===== config.mk =====
export PLATFORM = sky130hd
export DESIGN_NAME = pe_noc_endpoint
export DESIGN_NICKNAME = d
export VERILOG_FILES = /design/src/rtl/noc_pkg.sv /design/src/rtl/pe_tx_fifo.sv /design/src/rtl/pe_noc_endpoint.sv
export SDC_FILE = /design/constraint.sdc
export NUM_CORES = 1
export LEC_CHECK = 0
export CORE_ASPECT_RATIO = 0.7
export CORE_MARGIN = 1.5
export CORE_UTILIZATION = 46
export CTS_CLUSTER_DIAMETER = 100
export CTS_CLUSTER_SIZE = 8
export DETAILED_ROUTE_END_ITERATION = 7
export PLACE_DENSITY_LB_ADDON = 0.25
export SLEW_MARGIN = 20
export SYNTH_ARGS = -nofsm -noshare
export SYNTH_HDL_FRONTEND = slang
export SYNTH_SLANG_ARGS = --single-unit

===== constraint.sdc =====
create_clock -name clk -period 5.9 [get_ports clk]
set_input_delay 1.18 -clock clk [delete_from_list [all_inputs] [get_ports clk]]
set_output_delay 1.18 -clock clk [all_outputs]
set_load 0.02 [all_outputs]

===== src/rtl/noc_pkg.sv =====
// Shared NoC definitions for the PE endpoints: addresses, packet type codes,
// field positions and the outbound packet builder.
package noc_pkg;

    localparam logic [3:0] ADDR_PE1 = 4'b0001;
    localparam logic [3:0] ADDR_PE2 = 4'b0101;
    localparam logic [3:0] ADDR_PE3 = 4'b0011;
    localparam logic [3:0] ADDR_PE4 = 4'b0111;
    localparam logic [3:0] ADDR_PE5 = 4'b1100;
    localparam logic [3:0] ADDR_MEM = 4'b0000;

    typedef enum logic [1:0] {
        PKT_INPUT  = 2'b00,
        PKT_KERNEL = 2'b01,
        PKT_RSVD   = 2'b10,
        PKT_OUTPUT = 2'b11
    } pkt_type_e;

    localparam int DST_LSB       = 60;
    localparam int SRC_LSB       = 56;
    localparam int TYPE_LSB      = 54;
    localparam int OUT_PAYLOAD_W = 10;

    localparam logic [9:0] DONE_CODE = 10'h3FF;
    localparam logic [4:0] MAX_COORD = 5'd20;

    function automatic logic [63:0] make_out_pkt(input logic [3:0] dst,
                                                 input logic [3:0] src,
                                                 input logic [9:0] payload);
        logic [63:0] pkt;
        pkt                         = '0;
        pkt[DST_LSB +: 4]           = dst;
        pkt[SRC_LSB +: 4]           = src;
        pkt[TYPE_LSB +: 2]          = PKT_OUTPUT;
        pkt[OUT_PAYLOAD_W-1:0]      = payload;
        return pkt;
    endfunction

endpackage


===== src/rtl/pe_tx_fifo.sv =====
// Small synchronous FIFO holding outbound spike/DONE payloads.
// Head entry is presented combinationally on o_data.
module pe_tx_fifo #(
    parameter int WIDTH = 10,
    parameter int DEPTH = 4
) (
    input  logic                     clk,
    input  logic                     rst_n,
    input  logic                     i_push,
    input  logic [WIDTH-1:0]         i_data,
    input  logic                     i_pop,
    output logic [WIDTH-1:0]         o_data,
    output logic                     o_full,
    output logic                     o_empty,
    output logic [$clog2(DEPTH):0]   o_count
);
    localparam int AW = $clog2(DEPTH);

    logic [WIDTH-1:0] r_mem [DEPTH];
    logic [AW-1:0]    r_wr_ptr;
    logic [AW-1:0]    r_rd_ptr;
    logic [AW:0]      r_count;
    logic             w_wr;
    logic             w_rd;

    assign o_full  = (r_count == (AW+1)'(DEPTH));
    assign o_empty = (r_count == '0);
    assign o_count = r_count;
    assign o_data  = r_mem[r_rd_ptr];

    // Full is judged on the registered count, so a same-cycle pop never makes room.
    assign w_wr = i_push & ~o_full;
    assign w_rd = i_pop & ~o_empty;

    always_ff @(posedge clk) begin
        if (!rst_n) begin
            r_wr_ptr <= '0;
            r_rd_ptr <= '0;
            r_count  <= '0;
        end else begin
            if (w_wr) r_wr_ptr <= r_wr_ptr + 1'b1;
            if (w_rd) r_rd_ptr <= r_rd_ptr + 1'b1;
            r_count <= r_count + (AW+1)'(w_wr) - (AW+1)'(w_rd);
        end
    end

    always_ff @(posedge clk) begin
        if (w_wr) r_mem[r_wr_ptr] <= i_data;
    end

endmodule


===== src/rtl/pe_noc_endpoint.sv =====
// PE-side NoC endpoint: decodes inbound kernel/ifmap packets into holding
// registers and packetizes output spikes and DONE tokens toward memory.
module pe_noc_endpoint
    import noc_pkg::*;
#(
    parameter logic [3:0] PE_ADDR        = ADDR_PE1,
    parameter logic [3:0] MEM_ADDR       = ADDR_MEM,
    parameter int         WIDTH_NOC      = 64,
    parameter int         FILTER_WIDTH   = 40,
    parameter int         IFMAP_WIDTH    = 25,
    parameter int         OUT_FIFO_DEPTH = 4
) (
    input  logic                    clk,
    input  logic                    rst_n,
    input  logic                    rx_valid,
    output logic                    rx_ready,
    input  logic [WIDTH_NOC-1:0]    rx_data,
    output logic                    filt_valid,
    input  logic                    filt_ready,
    output logic [FILTER_WIDTH-1:0] filt_data,
    output logic                    ifmap_valid,
    input  logic                    ifmap_ready,
    output logic [IFMAP_WIDTH-1:0]  ifmap_data,
    input  logic                    spike_valid,
    output logic                    spike_ready,
    input  logic [4:0]              spike_x,
    input  logic [4:0]              spike_y,
    input  logic                    done_valid,
    output logic                    done_ready,
    output logic                    tx_valid,
    input  logic                    tx_ready,
    output logic [WIDTH_NOC-1:0]    tx_data,
    output logic                    err_drop
);
    logic [3:0]                    w_dst;
    pkt_type_e                     w_type;
    logic                          w_rx_drop;
    logic                          w_rx_ready;
    logic                          w_rx_fire;
    logic                          w_unused_bits;
    logic                          r_filt_valid;
    logic [FILTER_WIDTH-1:0]       r_filt_data;
    logic                          r_ifmap_valid;
    logic [IFMAP_WIDTH-1:0]        r_ifmap_data;
    logic                          r_err_drop;
    logic                          w_spike_bad;
    logic                          w_spike_fire;
    logic                          w_done_fire;
    logic                          w_push;
    logic [OUT_PAYLOAD_W-1:0]      w_push_data;
    logic [OUT_PAYLOAD_W-1:0]      w_head;
    logic                          w_fifo_full;
    logic                          w_fifo_empty;
    logic [$clog2(OUT_FIFO_DEPTH):0] w_fifo_count;

    assign w_dst         = rx_data[DST_LSB +: 4];
    assign w_type        = pkt_type_e'(rx_data[TYPE_LSB +: 2]);
    assign w_unused_bits = ^{rx_data[SRC_LSB +: 4], rx_data[TYPE_LSB-1:FILTER_WIDTH]};
    assign w_rx_drop     = (w_dst != PE_ADDR) || (w_type == PKT_OUTPUT) || (w_type == PKT_RSVD);

    // A holding register about to be consumed can take the next packet in the same cycle.
    always_comb begin
        w_rx_ready = 1'b0;
        if (w_rx_drop)                 w_rx_ready = 1'b1;
        else if (w_type == PKT_KERNEL) w_rx_ready = ~r_filt_valid | filt_ready;
        else                           w_rx_ready = ~r_ifmap_valid | ifmap_ready;
    end

    assign rx_ready  = rst_n & w_rx_ready;
    assign w_rx_fire = rx_valid & rx_ready;

    always_ff @(posedge clk) begin
        if (!rst_n) begin
            r_filt_valid  <= 1'b0;
            r_filt_data   <= '0;
            r_ifmap_valid <= 1'b0;
            r_ifmap_data  <= '0;
            r_err_drop    <= 1'b0;
        end else begin
            if (r_filt_valid & filt_ready)   r_filt_valid  <= 1'b0;
            if (r_ifmap_valid & ifmap_ready) r_ifmap_valid <= 1'b0;
            if (w_rx_fire & ~w_rx_drop & (w_type == PKT_KERNEL)) begin
                r_filt_valid <= 1'b1;
                r_filt_data  <= rx_data[FILTER_WIDTH-1:0];
            end
            if (w_rx_fire & ~w_rx_drop & (w_type == PKT_INPUT)) begin
                r_ifmap_valid <= 1'b1;
                r_ifmap_data  <= rx_data[IFMAP_WIDTH-1:0];
            end
            r_err_drop <= (w_rx_fire & w_rx_drop) | (w_spike_fire & w_spike_bad);
        end
    end

    assign filt_valid  = r_filt_valid;
    assign filt_data   = r_filt_data;
    assign ifmap_valid = r_ifmap_valid;
    assign ifmap_data  = r_ifmap_data;
    assign err_drop    = r_err_drop;

    // Out-of-range coordinates are swallowed so no spike payload can alias DONE_CODE.
    assign w_spike_bad  = (spike_x > MAX_COORD) || (spike_y > MAX_COORD);
    assign spike_ready  = rst_n & ~w_fifo_full;
    assign done_ready   = rst_n & ~w_fifo_full & ~spike_valid;
    assign w_spike_fire = spike_valid & spike_ready;
    assign w_done_fire  = done_valid & done_ready;
    assign w_push       = (w_spike_fire & ~w_spike_bad) | w_done_fire;
    assign w_push_data  = w_spike_fire ? {spike_x, spike_y} : DONE_CODE;

    pe_tx_fifo #(
        .WIDTH (OUT_PAYLOAD_W),
        .DEPTH (OUT_FIFO_DEPTH)
    ) u_tx_fifo (
        .clk     (clk),
        .rst_n   (rst_n),
        .i_push  (w_push),
        .i_data  (w_push_data),
        .i_pop   (tx_valid & tx_ready),
        .o_data  (w_head),
        .o_full  (w_fifo_full),
        .o_empty (w_fifo_empty),
        .o_count (w_fifo_count)
    );

    assign tx_valid = (w_fifo_count != '0);
    assign tx_data  = w_fifo_empty ? '0 : make_out_pkt(MEM_ADDR, PE_ADDR, w_head);

endmodule

==> results by group, run 1 <==
CTS
  • Hold_buf cts: 0
  • H-tree levels: 4
  • Number of gates resized after cts: 0
  • Clock root cell: clkbuf_16
  • CTS tree: done
  • Setup repair bufs after CTS: 0
  • Clock Path Buffers: 2
  • CTS Sinks: 117
  • Worst-Skew Late Latency: 400 ps
  • Worst-path clk slew: 50 ps
  • TritonCTS Buffers: 17

Synthesis
  • Async set or reset register ratio after synthesis: 0%
  • Cell area after synthesis: 5214 sq um
  • Ys Warns: 0
  • Post-synth top area share: 29.57%
  • Syn Area/Cell: 10.37 sq um
  • Leading area contributor after synthesis: dfxtp_1
  • Post-synthesis cell type count: 38
  • Post-Synthesis Cells: 503
  • Top post-synthesis cells by area: dfxtp_1 (30%), edfxtp_1 (23%), buf_4 (7.8%)
  • Synth Register Bits: 117
  • Most frequent cells after synthesis: dfxtp_1 (77), o21ai_0 (62), nand3_1 (61), buf_4 (54), edfxtp_1 (40)
  • Most frequent cell after synthesis: dfxtp_1
  • Top FF cell, synth: dfxtp_1
  • Register area share after synthesis: 52.60%
  • EDFF count, synth: 40

Power
  • Leakage: 2.483 nW
  • Max VDD drop: 0.2018 mV
  • Pwr/cell area: 354.8 nW/um^2

Placement
  • Gpl congestion: 0.7834
  • Placed Cells: 770
  • IO Port Bufs: 148
  • HPWL after detailed placement: 8.711 mm

GRT
  • Tot GR Track Use: 22.05%
  • Antenna violations before repair: 0
  • Global-route wire length before repair: 19.79 mm
  • Remaining Overflow, GRT: 0
  • Number of global-route vias before repair: 3808
  • Largest net degree at the start of global routing: 58

STA
  • Hold_ws: 453.1 ps
  • Clock Skew: 6.538 ps
  • Final period utilization: 71.89%
  • Post-layout min period: 4242 ps
  • RSZ-0062 raised after global routing: false
  • Setup violators final: 0
  • Final setup TNS: 0 ps
  • Pins Over Slew Limit: 0
  • FMAX: 0.2358 GHz
  • Max-slew headroom: 32.55%
  • Hold Fails Final Rpt: 0
  • Measured slew at the worst slew-check pin: 1008 ps

Final layout
  • Area grow syn2layout: 38.64%
  • Fin cells: 802
  • Layout cells sized above 1: 9.553%
  • N_diodes: 0
  • Fin nets: 725

Critical path
  • Worst Setup Start Kind: input pin
  • Max incr delay on CP: 560 ps
  • Critical path capture point type: primary output
  • Most common cell on crit path: clkdlybuf4s50_1
  • Slowest-stage cell, CP: clkdlybuf4s50_1
  • CP cell instances: clkdlybuf4s50_1, or4b_4, o31a_1, clkdlybuf4s50_1
  • Crit Path Class: in -> out
  • CP arrival: 3060 ps
  • Critical-path maximum fanout: 5
  • Worst Path Required: 4720 ps

Floorplan
  • Starting Density: 47.35%
  • Placement row count: 32
  • DIE WIDTH: 130.2 um
  • Die Footprint: 11990 sq um
  • Core area: 11010 sq um
  • I/O pins: 218
  • Die Ht: 92.07 um

Outcome
  • Status: finished clean

Worst hold path
  • HP Class: reg -> reg

Routing
  • Via count: 4065
  • Routed Wire Length: 12.92 mm
  • Remaining antenna violation count: 0
  • Residual DRC count: 0
  • Vias per inst: 5.069
  • WL/cell: 16.11 um
  • Starting DRC count in detailed routing: 255
  • First drt pass iteration count: 5

Run
  • Max_cap viols: 0
-- critical path: cells and delay by family --
family          cells  cell delay, ps
buf+inv             2            1060
compound gates      1             310
simple gates        1             520
-- placed cells by master (no fill, tap or decap), types with 2 or more instances in the layout --
cell / synthesis / routed
clkdlybuf4s50_1: 0 / 147
or3_1: 2 / 2
and2_1: 20 / 20
or2_2: 10 / 10
nand3_1: 61 / 61
clkinv_1: 0 / 2
o21ai_0: 62 / 62
clkinvlp_4: 0 / 3
buf_4: 54 / 7
nand2b_1: 4 / 4
inv_1: 9 / 9
conb_1: 1 / 51
o31a_1: 2 / 2
o22ai_1: 2 / 2
bufinv_16: 0 / 5
ha_1: 6 / 6
a21boi_1: 3 / 3
mux4_2: 10 / 10
a21boi_0: 38 / 38
dfxtp_1: 77 / 77
o21ai_1: 3 / 3
xnor2_1: 4 / 4
nand2_1: 33 / 33
clkbuf_16: 0 / 17
nor2b_1: 3 / 3
mux2i_1: 7 / 7
nor3_1: 3 / 2
edfxtp_1: 40 / 40
clkbuf_8: 0 / 2
nand3b_1: 2 / 2
-- sequential cells by signal (all words and copies together) (netlist names), named ones only --
name / flops
ifmap_valid: 1
filt_data: 40
u_tx_fifo.r_wr_ptr: 2
u_tx_fifo.r_rd_ptr: 2
u_tx_fifo.r_mem: 40
filt_valid: 1
ifmap_data: 25
err_drop: 1
u_tx_fifo.o_count: 3
-- report_power, final --
| group | total [mW] | internal (mW) | switching [mW] |
|---|---|---|---|
| registers | 0.908 | 0.870 | 0.0380 |
| logic | 0.527 | 0.260 | 0.267 |
| clock network | 1.13 | 0.769 | 0.359 |
-- layout make-up --
| cell class | instances | area [sq um] |
|---|---|---|
| multi-input cells | 336 | 2076 |
| clock buffers | 19 | 452.9 |
| well taps | 153 | 191.4 |
| fillers | 881 | 3782 |
| flip-flops and latches | 117 | 2743 |
| clock inverters | 13 | 202.7 |
| inverters | 9 | 33.78 |
| repair buffers | 155 | 1529 |
-- per-stage QoR --
step	instance area, sq um	power, mW	worst slack [ps]	utilization [%]
final	7228	2.564	1658	65.65
after global routing	7228	2.657	1585	65.65
after CTS	7228	2.584	1668	65.65
after floorplan	5401	1.270	2635	-
after detailed placement	6573	1.449	1669	59.69
after global placement	6573	1.439	1649	59.69
-- routing by layer --
metal	track usage, %	wire [um]
met1	28.73	5761
met2	33.55	5769
met3	7.935	1146
met4	8.241	244
met5	0	0
-- path summary, 6_finish.rpt --
kind	endpoint	slack (ps)	startpoint	cells past startpoint
worst max-delay path	rx_ready	1660	rx_data[60]	4
worst min-delay path	ifmap_data[23]	450	ifmap_data[23]	2
worst max register to register	u_tx_fifo.o_count[2]	3230	u_tx_fifo.o_count[1]	9
worst min register to register	ifmap_data[23]	450	ifmap_data[23]	2
-- kinds of logic after synthesis --
group	after synthesis	share of synthesized area [%]
AND/OR/NAND/NOR	142	14.25
XOR/XNOR	4	0.6719
buffers and inverters	100	11.40
multiplexers	17	5.664
other	1	0.07193
adder cells (fa/ha/maj)	7	1.824
flip-flops	117	52.60
AO/OA/AOI/OAI	115	13.51
(Power assumes the default switching activity.)
==> run 2: changes to the inputs <==
- CORE_UTILIZATION: 46 -> 39
- clock period: 5.9 -> 3.8 ns (I/O delays scaled with it)
==> results by group, run 2 (synthesized netlist as in run 1, its figures left out) <==
Critical path
  • Worst Path Required: 3040 ps
  • CP cell instances: clkdlybuf4s50_1, nor2b_1, o21ai_0, o31a_1, o31a_1, clkdlybuf4s50_1
  • CP arrival: 2630 ps
  • Critical path capture point type: primary output
  • Critical-path maximum fanout: 3
  • Worst Setup Start Kind: input pin
  • Slowest-stage cell, CP: clkdlybuf4s50_1
  • Crit Path Class: in -> out
  • Max incr delay on CP: 560 ps
  • Flop-to-flop setup slack: 1110 ps

Worst hold path
  • HP Class: reg -> reg

STA
  • Pins Over Slew Limit: 0
  • Measured slew at the worst slew-check pin: 800.9 ps
  • Setup violators final: 0
  • Final setup TNS: 0 ps
  • Final period utilization: 89.26%
  • Max-slew headroom: 46.61%
  • Post-layout min period: 3392 ps
  • FMAX: 0.2948 GHz
  • Hold Fails Final Rpt: 0
  • RSZ-0062 raised after global routing: false
  • Clock Skew: 6.850 ps

Placement
  • Gpl congestion: 0.8113
  • IO Port Bufs: 148
  • HPWL after detailed placement: 9.240 mm
  • Placed Cells: 786

Routing
  • Residual DRC count: 0
  • WL/cell: 16.14 um
  • Via count: 4028
  • First drt pass iteration count: 4
  • Vias per inst: 4.924
  • Routed Wire Length: 13.21 mm
  • Remaining antenna violation count: 0
  • Starting DRC count in detailed routing: 230

GRT
  • Global-route wire length before repair: 20.44 mm
  • Remaining Overflow, GRT: 0
  • Tot GR Track Use: 18.97%
  • Largest net degree at the start of global routing: 55
  • Number of global-route vias before repair: 3892
  • Antenna violations before repair: 0

CTS
  • Number of gates resized after cts: 0
  • TritonCTS Buffers: 17
  • CTS Sinks: 117
  • Clock Path Buffers: 2
  • Clock root cell: clkbuf_16
  • CTS tree: done
  • Hold_buf cts: 0
  • H-tree levels: 4
  • Setup repair bufs after CTS: 0
  • Worst-Skew Late Latency: 410 ps
  • Worst-path clk slew: 60 ps

Final layout
  • Final Util: 55.22%
  • Area grow syn2layout: 38.68%
  • Commonest non-fill, non-tap cell in the layout: clkdlybuf4s50_1
  • Fin nets: 728
  • Footprint of the multi-input gates: 2083 sq um
  • Sequential cell area: 2743 sq um
  • Fill cell count: 1144
  • Layout cells sized above 1: 9.816%
  • Fin cells: 818
  • Most frequent cells in the layout: clkdlybuf4s50_1 (147), dfxtp_1 (77), o21ai_0 (62)
  • N_diodes: 0

Run
  • Max_cap viols: 0

Power
  • Sw power: 1.027 mW
  • Flop pwr share: 36.6%
  • Max VDD drop: 0.3874 mV
  • Sw Share: 26.54%
  • Combinational share of power: 21.0%
  • P_int: 2.843 mW
  • Clk pwr share: 42.5%
  • Pwr/cell area: 535.2 nW/um^2
  • Leakage: 2.482 nW

Outcome
  • Status: finished clean

Floorplan
  • DIE WIDTH: 141.2 um
  • Placement row count: 35
  • Die Ht: 99.74 um
  • I/O pins: 218
  • Core area: 13090 sq um
  • Starting Density: 39.82%
  • Die Footprint: 14080 sq um
## run 2: changes by cell type in the layout (fill, tap and decap cells not counted), sizes merged
cell,before,now
buf,8,11
clkbuf,19,17
clkinvlp,3,2
clkinv,4,8
bufinv,5,4
## run 2: layer usage
layer	vias to the layer above	global-route usage, %	wire [um]
met4	0	6.891	215
met2	149	29.56	6103
met3	19	6.837	1005
met5	-	0	0
met1	1932	24.34	5880
li1	1928	-	-
## run 2: worst max-delay path, delay by kind of cell
family | cells | cell delay, ps
AO/OA/AOI/OAI | 3 | 520
buffers and inverters | 2 | 990
AND/OR/NAND/NOR | 1 | 360
## run 2: power by group through the flow
stage	clock, mW	sequential [mW]	combinational (mW)
floorplan	0	1.40	0.574
global placement	0	1.44	0.803
detailed placement	0	1.44	0.815
CTS	1.67	1.42	0.818
global route	1.72	1.43	0.874
finish	1.64	1.42	0.811
## run 2: metrics by stage
stage / hold slack (ps) / area [sq um] / setup WS, ps / total power [mW]
6_report: 453.6 / 7231 / 408.1 / 3.870
5_1_grt: 469.7 / 7231 / 320.7 / 4.022
4_1_cts: 454.3 / 7223 / 409.7 / 3.908
3_5_place_dp: 446.8 / 6611 / 413.3 / 2.257
3_3_place_gp: 438.4 / 6611 / 452.6 / 2.240
2_1_floorplan: 467.7 / 5401 / 1331 / 1.972
## run 2: cell type report
cell class	count	area share, %
flip-flops and latches	117	37.93
multi-input cells	336	28.81
repair buffers	158	21.46
clock buffers	17	5.883
well taps	166	2.872
clock inverters	15	2.578
inverters	9	0.4672
## run 2: final timing paths
| path | cells after the start | end | start |
|---|---|---|---|
| max | 6 | rx_ready | ifmap_ready |
| min reg2reg | 2 | ifmap_data[23] | ifmap_data[23] |
| min | 2 | ifmap_data[23] | ifmap_data[23] |
| max reg2reg | 9 | u_tx_fifo.o_count[2] | u_tx_fifo.o_count[1] |
==> run 3: changes to the inputs <==
- SYNTH_HIERARCHICAL: default -> 1
==> results by group, run 3 <==
Outcome
  • Status: finished clean

Critical path
  • Critical-path maximum fanout: 2
  • CP cell instances: clkdlybuf4s50_1, or4b_1, or2_2, o21a_1, clkdlybuf4s50_1
  • Crit Path Class: in -> out
  • CP arrival: 2860 ps
  • Worst Path Required: 3040 ps
  • Worst Setup Start Kind: input pin
  • Most common cell on crit path: clkdlybuf4s50_1
  • Max incr delay on CP: 590 ps
  • Slowest-stage cell, CP: or4b_1
  • Critical path capture point type: primary output

STA
  • Max-slew headroom: 35.97%
  • Clock Skew: 10.18 ps
  • Final period utilization: 95.15%
  • Hold Fails Final Rpt: 0
  • FMAX: 0.2766 GHz
  • Measured slew at the worst slew-check pin: 960.5 ps
  • Final setup TNS: 0 ps
  • Hold_ws: 455.9 ps
  • Setup violators final: 0
  • RSZ-0062 raised after global routing: false
  • Post-layout min period: 3616 ps
  • Final worst slack: 184.3 ps
  • Pins Over Slew Limit: 0

CTS
  • Worst-Skew Late Latency: 400 ps
  • Hold_buf cts: 0
  • Clock root cell: clkbuf_16
  • H-tree levels: 4
  • Worst-path clk slew: 50 ps
  • CTS tree: done
  • Setup repair bufs after CTS: 0
  • TritonCTS Buffers: 17
  • CTS Sinks: 117
  • Clock Path Buffers: 2
  • Number of gates resized after cts: 0

Worst hold path
  • HP Class: reg -> reg

Floorplan
  • Placement row count: 35
  • Die Ht: 99.44 um
  • Die Footprint: 14000 sq um
  • Core area: 13050 sq um
  • I/O pins: 218
  • Starting Density: 39.70%
  • DIE WIDTH: 140.8 um

GRT
  • Number of global-route vias before repair: 3633
  • Remaining Overflow, GRT: 0
  • Largest net degree at the start of global routing: 100
  • Antenna violations before repair: 0
  • Global-route wire length before repair: 18.42 mm
  • Tot GR Track Use: 17.27%

Routing
  • WL/cell: 14.60 um
  • Remaining antenna violation count: 0
  • Starting DRC count in detailed routing: 160
  • First drt pass iteration count: 4
  • Via count: 3590
  • Residual DRC count: 0
  • Vias per inst: 4.544
  • Routed Wire Length: 11.53 mm

Synthesis
  • Leading area contributor after synthesis: dfxtp_1
  • Most frequent cell after synthesis: nand2_1
  • Cell area after synthesis: 5181 sq um
  • Ys Warns: 6
  • Syn Area/Cell: 11.12 sq um
  • Post-Synthesis Cells: 466
  • Top post-synthesis cells by area: dfxtp_1 (30%), edfxtp_1 (23%), mux2i_1 (13%)
  • Synth Register Bits: 117
  • Most frequent cells after synthesis: nand2_1 (113), dfxtp_1 (77), mux2i_1 (68), buf_4 (54), edfxtp_1 (40)
  • Top FF cell, synth: dfxtp_1
  • EDFF count, synth: 40
  • Register area share after synthesis: 52.93%
  • Post-synthesis cell type count: 34
  • Post-synth top area share: 29.75%
  • Async set or reset register ratio after synthesis: 0%

Final layout
  • Layout cells sized above 1: 7.692%
  • N_diodes: 0
  • Area grow syn2layout: 39.29%
  • Fin nets: 700
  • Most frequent cells in the layout: clkdlybuf4s50_1 (147), nand2_1 (113), dfxtp_1 (77)
  • Commonest non-fill, non-tap cell in the layout: clkdlybuf4s50_1

Power
  • Sw power: 0.9667 mW
  • Max VDD drop: 0.2811 mV
  • P_int: 2.892 mW
  • Clk pwr share: 44.6%
  • Flop pwr share: 35.7%
  • Leakage: 2.758 nW
  • Combinational share of power: 19.7%
  • Sw Share: 25.05%
  • Pwr/cell area: 534.7 nW/um^2

Placement
  • IO Port Bufs: 148
  • HPWL after detailed placement: 7.942 mm
  • Gpl congestion: 0.7315
  • Post-Place Setup Slack: 180.1 ps

Run
  • Max_cap viols: 0
[run 3: changes by cell type in the layout (fill, tap and decap cells not counted), moves of 4 or more]
cell / before / now
nor2b_1: 3 / 17
nand2_1: 33 / 113
mux2i_1: 7 / 68
nand2b_1: 4 / 11
buf_4: 10 / 6
or2_2: 10 / 1
nand3_1: 61 / 0
and2_1: 20 / 9
o21ai_0: 62 / 6
a21boi_0: 38 / 0
[run 3: path summary, 6_finish.rpt]
kind                        startpoint                    to  slack (ps)  cells after the start
hold / removal           filt_data[33]         filt_data[33]         460                      2
setup / recovery           rx_data[61]              rx_ready         180                      5
setup reg to reg  u_tx_fifo/o_count[2]  u_tx_fifo/o_count[2]        1180                     13
hold reg to reg          filt_data[33]         filt_data[33]         460                      2
[run 3: final cells by class]
type                            count  area (sq um)
Clock buffer                       21         460.4
Clock inverter                     11         180.2
Fill cell                        1122          5833
Inverter                            7         26.28
Multi-Input combinational cell    314          2063
Sequential cell                   117          2743
Tap cell                          166         207.7
Timing Repair Buffer              154          1536
[run 3: power by group through the flow]
stage,Combinational (mW),Sequential [mW],Clock [mW]
final,0.759,1.38,1.72
after global routing,0.822,1.38,1.82
after CTS,0.769,1.38,1.76
after detailed placement,0.765,1.40,0
after global placement,0.756,1.40,0
after floorplan,0.507,1.39,0
[run 3: per-layer routing]
layer,vias up,global-route usage [%],routed length (um)
met5,-,0,0
met4,0,6.651,172
met3,14,8.666,1019
met2,107,26.60,5114
met1,1710,20.78,5225
li1,1759,-,-
[run 3: worst max-delay path, delay by kind of cell]
family                 cells  cell delay [ps]
AO/OA/AOI/OAI              1              190
buffers and inverters      2              970
AND/OR/NAND/NOR            2              940
[run 3: cell families (layout without fill, tap and decap cells)]
family                   Yosys count  after routing  synth area share (%)
AO/OA/AOI/OAI                     12             12                 1.425
XOR/XNOR                           2              2                0.3381
adder cells (fa/ha/maj)            7              7                 1.835
buffers and inverters             85            193                 10.87
flip-flops                       117            117                 52.93
multiplexers                      78             78                 17.48
other                              1             51               0.07238
AND/OR/NAND/NOR                  164            164                 15.04
[run 3: through the flow]
step / area, sq um / power (mW) / utilization (%) / cells
final: 7217 / 3.859 / 55.30 / 790
after CTS: 7217 / 3.902 / 55.30 / 790
after floorplan: 5369 / 1.893 / - / 516
after global placement: 6576 / 2.156 / 50.39 / 758
after detailed placement: 6576 / 2.168 / 50.39 / 758
after global routing: 7217 / 4.027 / 55.30 / 790
